==> config.mk <==
export PLATFORM = sky130hd
export DESIGN_NAME = tmds_decoder
export DESIGN_NICKNAME = d
export VERILOG_FILES = /design/src/rtl/tmds_pkg.sv /design/src/rtl/tmds_word_decode.sv /design/src/rtl/tmds_decoder.sv
export SDC_FILE = /design/constraint.sdc
export NUM_CORES = 1
export LEC_CHECK = 0
export BUFFER_PORTS_ARGS = -buffer_cell sky130_fd_sc_hd__buf_2
export CORE_MARGIN = 4
export CORE_UTILIZATION = 42
export CTS_CLUSTER_SIZE = 10
export DETAILED_ROUTE_END_ITERATION = 16
export PLACE_DENSITY = 0.71
export SYNTH_ARGS = -nofsm -noshare
export SYNTH_HDL_FRONTEND = slang
export SYNTH_SLANG_ARGS = --single-unit
==> constraint.sdc <==
create_clock -name clk_in -period 3.45 [get_ports clk_in]
set_clock_uncertainty 0.15 [all_clocks]
set_input_delay 0.345 -clock clk_in [delete_from_list [all_inputs] [get_ports clk_in]]
set_output_delay 0.345 -clock clk_in [all_outputs]
set_load 0.02 [all_outputs]
==> src/rtl/tmds_pkg.sv <==
`default_nettype none
// ------------------------------------------------------------------
// tmds_pkg : shared TMDS control tokens, receiver state, token lookup
// Rev 1.0
// ------------------------------------------------------------------
package tmds_pkg;

   localparam logic [9:0] TOKEN_C00 = 10'b1101010100;
   localparam logic [9:0] TOKEN_C01 = 10'b0010101011;
   localparam logic [9:0] TOKEN_C10 = 10'b0101010100;
   localparam logic [9:0] TOKEN_C11 = 10'b1010101011;

   typedef enum logic [0:0] {
      SEARCH = 1'b0,
      LOCKED = 1'b1
   } tmds_rx_state_t;

   // Returns {hit, control}; hit is 0 for any non-token word.
   function automatic logic [2:0] token_to_control(input logic [9:0] word);
      logic [2:0] res;
      res = 3'b000;
      case (word)
         TOKEN_C00: res = 3'b100;
         TOKEN_C01: res = 3'b101;
         TOKEN_C10: res = 3'b110;
         TOKEN_C11: res = 3'b111;
         default:   res = 3'b000;
      endcase
      return res;
   endfunction

endpackage
`default_nettype wire

==> src/rtl/tmds_word_decode.sv <==
`default_nettype none
// ------------------------------------------------------------------
// tmds_word_decode : combinational 10b candidate -> token/control/data
// Rev 1.0
// ------------------------------------------------------------------
module tmds_word_decode
   import tmds_pkg::*;
(
   input  logic [9:0] cand_i,
   output logic       is_token_o,
   output logic [1:0] control_o,
   output logic [7:0] data_o
);

   logic [7:0] d;
   logic [7:0] dat;
   logic [2:0] tok;

   always_comb begin
      tok    = token_to_control(cand_i);
      d      = cand_i[9] ? ~cand_i[7:0] : cand_i[7:0];
      dat    = '0;
      dat[0] = d[0];
      for (int i = 1; i < 8; i++) begin
         dat[i] = cand_i[8] ? (d[i] ^ d[i-1]) : ~(d[i] ^ d[i-1]);
      end
   end

   assign is_token_o = tok[2];
   assign control_o  = tok[1:0];
   assign data_o     = dat;

endmodule
`default_nettype wire

==> src/rtl/tmds_decoder.sv <==
`default_nettype none
// ------------------------------------------------------------------
// tmds_decoder : word aligner (control-token hunt) and TMDS decoder
// Rev 1.0
// ------------------------------------------------------------------
module tmds_decoder
   import tmds_pkg::*;
#(
   parameter int TOKEN_RUN    = 16,
   parameter int LOCK_TIMEOUT = 2048
)
(
   input  logic       clk_in,
   input  logic       rst_in,
   input  logic [9:0] tmds_in,
   output logic [7:0] data_out,
   output logic [1:0] control_out,
   output logic       de_out,
   output logic       locked_out,
   output logic [3:0] offset_out
);

   localparam int RUN_W  = $clog2(TOKEN_RUN + 1);
   localparam int IDLE_W = $clog2(LOCK_TIMEOUT);
   localparam logic [RUN_W-1:0]  RUN_LAST = RUN_W'(TOKEN_RUN - 1);
   localparam logic [IDLE_W-1:0] IDLE_MAX = IDLE_W'(LOCK_TIMEOUT - 1);

   tmds_rx_state_t    state_q, state_d;
   logic [9:0]        prev_word_q;
   logic [3:0]        offset_q, offset_d;
   logic [RUN_W-1:0]  run_q, run_d;
   logic [IDLE_W-1:0] idle_q, idle_d;
   logic [7:0]        data_q, data_d;
   logic [1:0]        ctrl_q, ctrl_d;
   logic              de_q, de_d;

   logic [19:0] window;
   logic [9:0]  cand;
   logic        is_token;
   logic [1:0]  dec_ctrl;
   logic [7:0]  dec_data;
   logic        timeout;
   logic [3:0]  slip_off;

   assign window = {tmds_in, prev_word_q};

   always_comb begin
      cand = window[9:0];
      for (int k = 1; k < 10; k++) begin
         if (offset_q == 4'(k)) begin
            cand = window[k +: 10];
         end
      end
   end

   tmds_word_decode u_word_decode (
      .cand_i     (cand),
      .is_token_o (is_token),
      .control_o  (dec_ctrl),
      .data_o     (dec_data)
   );

   assign timeout  = !is_token && (idle_q == IDLE_MAX);
   assign slip_off = (offset_q == 4'd9) ? 4'd0 : offset_q + 4'd1;

   always_comb begin
      state_d  = state_q;
      offset_d = offset_q;
      run_d    = run_q;
      idle_d   = is_token ? '0 : idle_q + 1'b1;
      case (state_q)
         SEARCH: begin
            run_d = is_token ? run_q + 1'b1 : '0;
            if (is_token && (run_q == RUN_LAST)) begin
               state_d = LOCKED;
               run_d   = '0;
            end else if (timeout) begin
               offset_d = slip_off;
               run_d    = '0;
               idle_d   = '0;
            end
         end
         LOCKED: begin
            if (timeout) begin
               state_d  = SEARCH;
               offset_d = slip_off;
               run_d    = '0;
               idle_d   = '0;
            end
         end
         default: begin
            state_d = SEARCH;
         end
      endcase

      // Outputs follow the next state so the locking token is shown at once.
      de_d   = 1'b0;
      data_d = '0;
      ctrl_d = '0;
      if (state_d == LOCKED) begin
         de_d   = !is_token;
         data_d = is_token ? 8'h00 : dec_data;
         ctrl_d = is_token ? dec_ctrl : ctrl_q;
      end
   end

   always_ff @(posedge clk_in) begin
      if (rst_in) begin
         state_q     <= SEARCH;
         prev_word_q <= '0;
         offset_q    <= '0;
         run_q       <= '0;
         idle_q      <= '0;
         data_q      <= '0;
         ctrl_q      <= '0;
         de_q        <= 1'b0;
      end else begin
         state_q     <= state_d;
         prev_word_q <= tmds_in;
         offset_q    <= offset_d;
         run_q       <= run_d;
         idle_q      <= idle_d;
         data_q      <= data_d;
         ctrl_q      <= ctrl_d;
         de_q        <= de_d;
      end
   end

   assign data_out    = data_q;
   assign control_out = ctrl_q;
   assign de_out      = de_q;
   assign locked_out  = (state_q == LOCKED);
   assign offset_out  = offset_q;

endmodule
`default_nettype wire

* Word-level counts from Yosys, hierarchy flattened
Index checks and enable logic that the tools add are counted. Widths: inputs -> output; s select.
Cells by class: add/subtract/negate cells 3, equality and inequality tests 17, mux-type cells 34, bitwise operators 17, reductions and logical operators 5
Operator list (number):
- $mux 10 | 9
- $mux 11 | 3
- $pmux 11 s2 | 1
- $eq 10x10->1 const B | 2
- $mux 5 | 4
- $eq 4x3->1 const B | 4
- $mux 4 | 3
- $pmux 3 s4 | 1
- $add 11x1->11 const B | 1
- $eq 11x11->1 const B | 1
- $eq 10x8->1 const B | 1
- $eq 10x9->1 const B | 1
- $pmux 5 s2 | 1
- $mux 1 | 9
- $not 1->1 | 9
- $eq 4x2->1 const B | 2
- $eq 4x4->1 const B | 2
- $mux 8 | 1
- $not 8->8 | 1
- $pmux 4 s2 | 1
- $xor 1x1->1 | 7
- $add 5x1->5 const B | 1
- $eq 5x4->1 const B | 1
- $add 4x1->4 const B | 1
- other kinds (8) | 9
Storage, ports and cells: flip-flop bits (word level) 42, input bits 12, word-level logic and storage cells 84

* Depth between registers and ports, before layout
depth after elaboration 18, gate-level depth with buffers 18

* Cells and area by module
From an unflattened synthesis, not the netlist that was laid out.
Second synthesis, totals: cell total of the unflattened synthesis 384, area total of the unflattened synthesis 2935.3 sq um
By module, submodules not included:
- tmds_decoder | instances 1, cells each 360, area each 2718.9 sq um, seq. area each 840.8 sq um
- tmds_word_decode | instances 1, cells each 24, area each 216.5 sq um, seq. area each 0.0 sq um

* Worst setup path before layout
No wires, ideal clock.
path kind reg-to-reg, start point register offset_q[1] (netlist: offset_out[1]), end point register data_q[0] (netlist: data_out[0]), library setup time 75 ps, data arrival time 3434 ps, data required time 3225 ps, path slack -209 ps, cell stages (with the launch flop) 17, clock period less this slack 3659 ps, cell sequence dfxtp_1 buf_6 buf_2 buf_4 buf_2 nor3b_2 mux2i_1 o22ai_1 a22oi_1 inv_1 ha_1 and3_1 o211ai_1 o31ai_4 or3_1 buf_6 nor3_2
Between the ends: cells in the longest elaborated chain, start to end 18, elaborated cells between the ends (all ways) 33, classes of those cells eq/ne: 13; mux: 14; bitwise: 2; reduce/logical: 4
RTL lines:
- start, declared | RTL line tmds_decoder.sv:30 | logic [3:0] offset_q, offset_d;
- start signal, assigned | RTL line tmds_decoder.sv:120 | offset_q <= offset_d;
- $eq 4x1->1 | RTL line tmds_decoder.sv:50 | if (offset_q == 4'(k)) begin
- $mux 10 (8 in series) | RTL line tmds_decoder.sv:50
- $mux 10 (*) | RTL line tmds_decoder.sv:50
- $eq 10x10->1 (tied with other cells) | RTL line tmds_pkg.sv:22 | case (word)
- $pmux 3 s4 | RTL line tmds_pkg.sv:22
- $logic_not 1->1 | RTL line tmds_decoder.sv:63 | assign timeout = !is_token && (idle_q == IDLE_MAX);
- $logic_and 1x1->1 | RTL line tmds_decoder.sv:63
- $mux 1 | RTL line tmds_decoder.sv:84 | if (timeout) begin
- $pmux 1 s2 | RTL line tmds_decoder.sv:71 | case (state_q)
- $not 1->1 (no line)
- $reduce_or 3->1 (no line)
- end signal, assigned | RTL line tmds_decoder.sv:123 | data_q <= data_d;
- end, declared | RTL line tmds_decoder.sv:33 | logic [7:0] data_q, data_d;
Every way passes the cells marked *; elsewhere a longest branch is shown, timed or not. A chain may end at the register's enable or synchronous reset.

* Worst setup path after layout
start point register offset_q[0] (netlist: offset_out[0]), end point register ctrl_q[1] (netlist: control_out[1])
Between the ends: cells in the longest elaborated chain, start to end 18, elaborated cells between the ends (all ways) 31, classes of those cells eq/ne: 13; mux: 13; bitwise: 1; reduce/logical: 4
RTL lines:
- $eq 4x1->1 | RTL line tmds_decoder.sv:50
- $mux 10 (8 in series) | RTL line tmds_decoder.sv:50
- $mux 10 (*) | RTL line tmds_decoder.sv:50
- $eq 10x10->1 (tied with other cells) | RTL line tmds_pkg.sv:22
- $pmux 3 s4 (*) | RTL line tmds_pkg.sv:22
- $logic_not 1->1 | RTL line tmds_decoder.sv:63
- $logic_and 1x1->1 | RTL line tmds_decoder.sv:63
- $mux 1 | RTL line tmds_decoder.sv:84
- $pmux 1 s2 | RTL line tmds_decoder.sv:71
- $not 1->1 (no line)
- $reduce_or 2->1 (no line)
- end signal, assigned | RTL line tmds_decoder.sv:124 | ctrl_q <= ctrl_d;
- end, declared | RTL line tmds_decoder.sv:34 | logic [1:0] ctrl_q, ctrl_d;
Marks and branches as above.

==> key figures <==
Routing
  • DRT iter0 DRCs: 263
  • Final ANT Viol Nets: 0
  • Via density per instance: approximately 5.9
  • Drt first pass iters: 5
  • DR WL/cell: ~17 µm
  • Drt total wl: 8380 µm
  • Vias post-DR: 2971
  • Residual DRC count: 0

STA
  • Final hold vios: 0
  • Max Clk Rate: between 0.3 and 0.4 GHz
  • Setup violators final: 0
  • Final critical-path share of the clock period: 95.0%
  • Final Critical Period: approximately 3.3 ns
  • Slew margin rel.: around two thirds
  • Unrepaired setup endpoints after global routing: false
  • Tightest Pin Transition: around 0.47 ns
  • Setup TNS: 0 ns
  • Max Transition Viols Final: 0

Setup path
  • Worst reg2reg startpoint: offset_out[0]
  • R2R depth: 12
  • Critical Path End Type: flop
  • CP max FO: 15
  • Required @ worst endpoint: around 3.5 ns
  • Setup CP Type: flop to flop
  • Arrival time worst endpoint: ~3.4 ns
  • Worst reg2reg setup slack: 0.17 ns
  • R2R Path End: control_out[1]
  • Worst setup path start: offset_out[0]
  • Startpoint types: flop

Die
  • Die area: about 8700 µm²
  • # rows: 30
  • Die extent in y: 93.2 µm
  • IO Count: 28
  • Die width: 93.2 µm
  • Core ar.: roughly 7000 µm²
  • Initial Util: approximately 44%

Layout
  • Design area: 3630 µm²
  • Fillcell total: 665
  • Fraction of layout cells with a size suffix above 1: between 20% and 30%
  • # nets final: 430
  • Antenna Cells: 0
  • Area delta synth->final: 18.9%
  • Commonest non-fill, non-tap cells in the layout: dfxtp_1 (39), nor2_1 (36), buf_4 (30)
  • Most common cell after layout, fill and taps aside: dfxtp_1

Power and ir drop
  • PD cells: between 200 and 300 nW/µm²
  • Total Power: slightly above 1000 µW
  • Peak VDD IR: between 200 and 250 µV
  • Leakage: 0.00131 µW

Placement
  • Area of placed instances: ~3400 µm²
  • Final RePlAce weighted congestion: just over 1
  • Detail Placement HPWL: about 6200 µm
  • Port Buffers: 27

Clocking
  • CTS H-tree depth: 2
  • Worst skew pair latency: 0.31 ns
  • CTS Buffer Depth: 2
  • CTS tree: built
  • Hold-fix buffers, CTS: 0
  • Clk root buf: clkbuf_8
  • Total CTS buffers: 5
  • Clock Sinks: 42
  • Clock-pin slew on the worst setup and hold paths: 0.08 ns

Synthesis
  • Sequential fraction of the synthesis area: between 20% and 30%
  • Post-synth EDFFs: 0
  • Post-Synthesis Cell Area: approximately 3000 µm²
  • Synth Net Count: 389
  • Ys async rst share: 0%
  • Top_reg_cell synth: dfxtp_1
  • Synth Register Bits: between 40 and 50
  • Syn. warnings: 0
  • Synthesized area per cell: around 8.3 µm²
  • Gate Count Post-Synth: ~370
  • Yosys cell types: 66

Global routing
  • Total grt overflow: 0
  • Largest net degree at the start of global routing: 26
  • Initial antenna violation count: 0
  • Vias in the first global route: 2826
  • GRT Total Usage: between 10% and 20%
  • First-pass GRT wire length: ~14000 µm

Run
  • Max Cap Violations: 0

Min path
  • WHS Path Cells: 2
  • Hold/Removal Path Class: input pin to flop
  • Hold wc startpoint: tmds_in[9]
  • Hold path endpoint: prev_word_q[9]

Status
  • Status: completed
==> cells in the mapped netlist, drive strengths merged, types with 10 or more instances <==
library cell   n  area, µm²
nand2         16       60.1
nand3         11       55.1
nor2          36        135
ha            10        125
nor3          15        120
xnor2         13        114
buf           22        130
a21oi         25        136
inv           16       60.1
dfxtp         42        841
o21ai         22        110
nor2b         15       93.8
mux2i         19        190
==> how the worst max path moves through the flow <==
| stage | slack (ns) | to | cells past startpoint |
|---|---|---|---|
| final | 0.17 | control_out[1] | 12 |
| after global routing | 0.003 | offset_out[1] | 14 |
| after CTS | 0.08 | offset_out[2] | 15 |
| after detailed placement | 0.004 | offset_out[2] | 13 |
| after global placement | 0.12 | data_out[5] | 13 |
| after floorplan | 0.0006 | data_out[0] | 17 |
==> registers in the layout, indices dropped and copies added (netlist names) <==
signal,count
prev_word_q,10
idle_q,11
data_out,8
de_out,1
offset_out,4
run_q,5
locked_out,1
control_out,2
==> metrics by stage <==
stage          worst slack [ns]  std cells  hold WS, ns  utilization (%)
3_5_place_dp            0.00437        494        0.305             49.5
3_3_place_gp              0.120        494        0.297             49.5
2_1_floorplan          0.000599        367        0.267                -
6_report                  0.172        505        0.110             52.5
5_1_grt                 0.00323        505        0.157             52.5
4_1_cts                  0.0766        503        0.103             51.2
==> routing by layer <==
| layer | track usage (%) | wire (µm) | up-vias |
|---|---|---|---|
| li1 | - | - | 1420 |
| met1 | 25.2 | 3480 | 1370 |
| met2 | 33.6 | 3920 | 147 |
| met4 | 8.30 | 279 | 0 |
| met3 | 3.38 | 700 | 34 |
| met5 | 0 | 0 | - |
==> kinds of logic (layout without fill, tap and decap cells) <==
| kind of cell | count (synthesis) | count (layout) | synth area share [%] |
|---|---|---|---|
| and+or+nand+nor | 131 | 131 | 24.8 |
| AOI/OAI and AO/OA | 96 | 96 | 22.6 |
| buffers and inverters | 45 | 87 | 7.10 |
| DFF | 42 | 42 | 27.6 |
| muxes | 23 | 23 | 8.08 |
| xor gates and xnor gates | 20 | 20 | 5.74 |
| adders and majority gates | 10 | 10 | 4.10 |
==> worst max-delay path, cell delays in order (launching register included) <==
cell and delay [ns]:
dfxtp_1 0.43, buf_4 0.27, mux2_2 0.39, o31ai_2 0.29
o32a_1 0.21, o31ai_2 0.10, ha_1 0.20, nand4_1 0.09
a211o_1 0.21, o31ai_4 0.10, buf_4 0.17, or4_1 0.50
o31ai_1 0.08
==> what timing repair did <==
item	CTS	global route
buffers inserted	1	2
gates resized for setup	0	17
setup endpoints to repair	1	27
pin swaps	1	4
==> report_power, final <==
part | internal, µW | switching [µW]
logic | 52.7 | 70.6
clock network | 216 | 181
registers | 492 | 13.4
total | 761 | 265
==> layout make-up <==
class	instances	area, µm²	share of cell area [%]
multi-input cells	280	2060	56.9
flip-flops and latches	42	850	23.4
repair buffers	61	414	11.4
well taps	96	120	3.31
clock buffers	6	72.6	2.00
inverters	18	67.6	1.86
clock inverters	2	37.5	1.04
No activity file was read; power rests on OpenSTA's default activity.
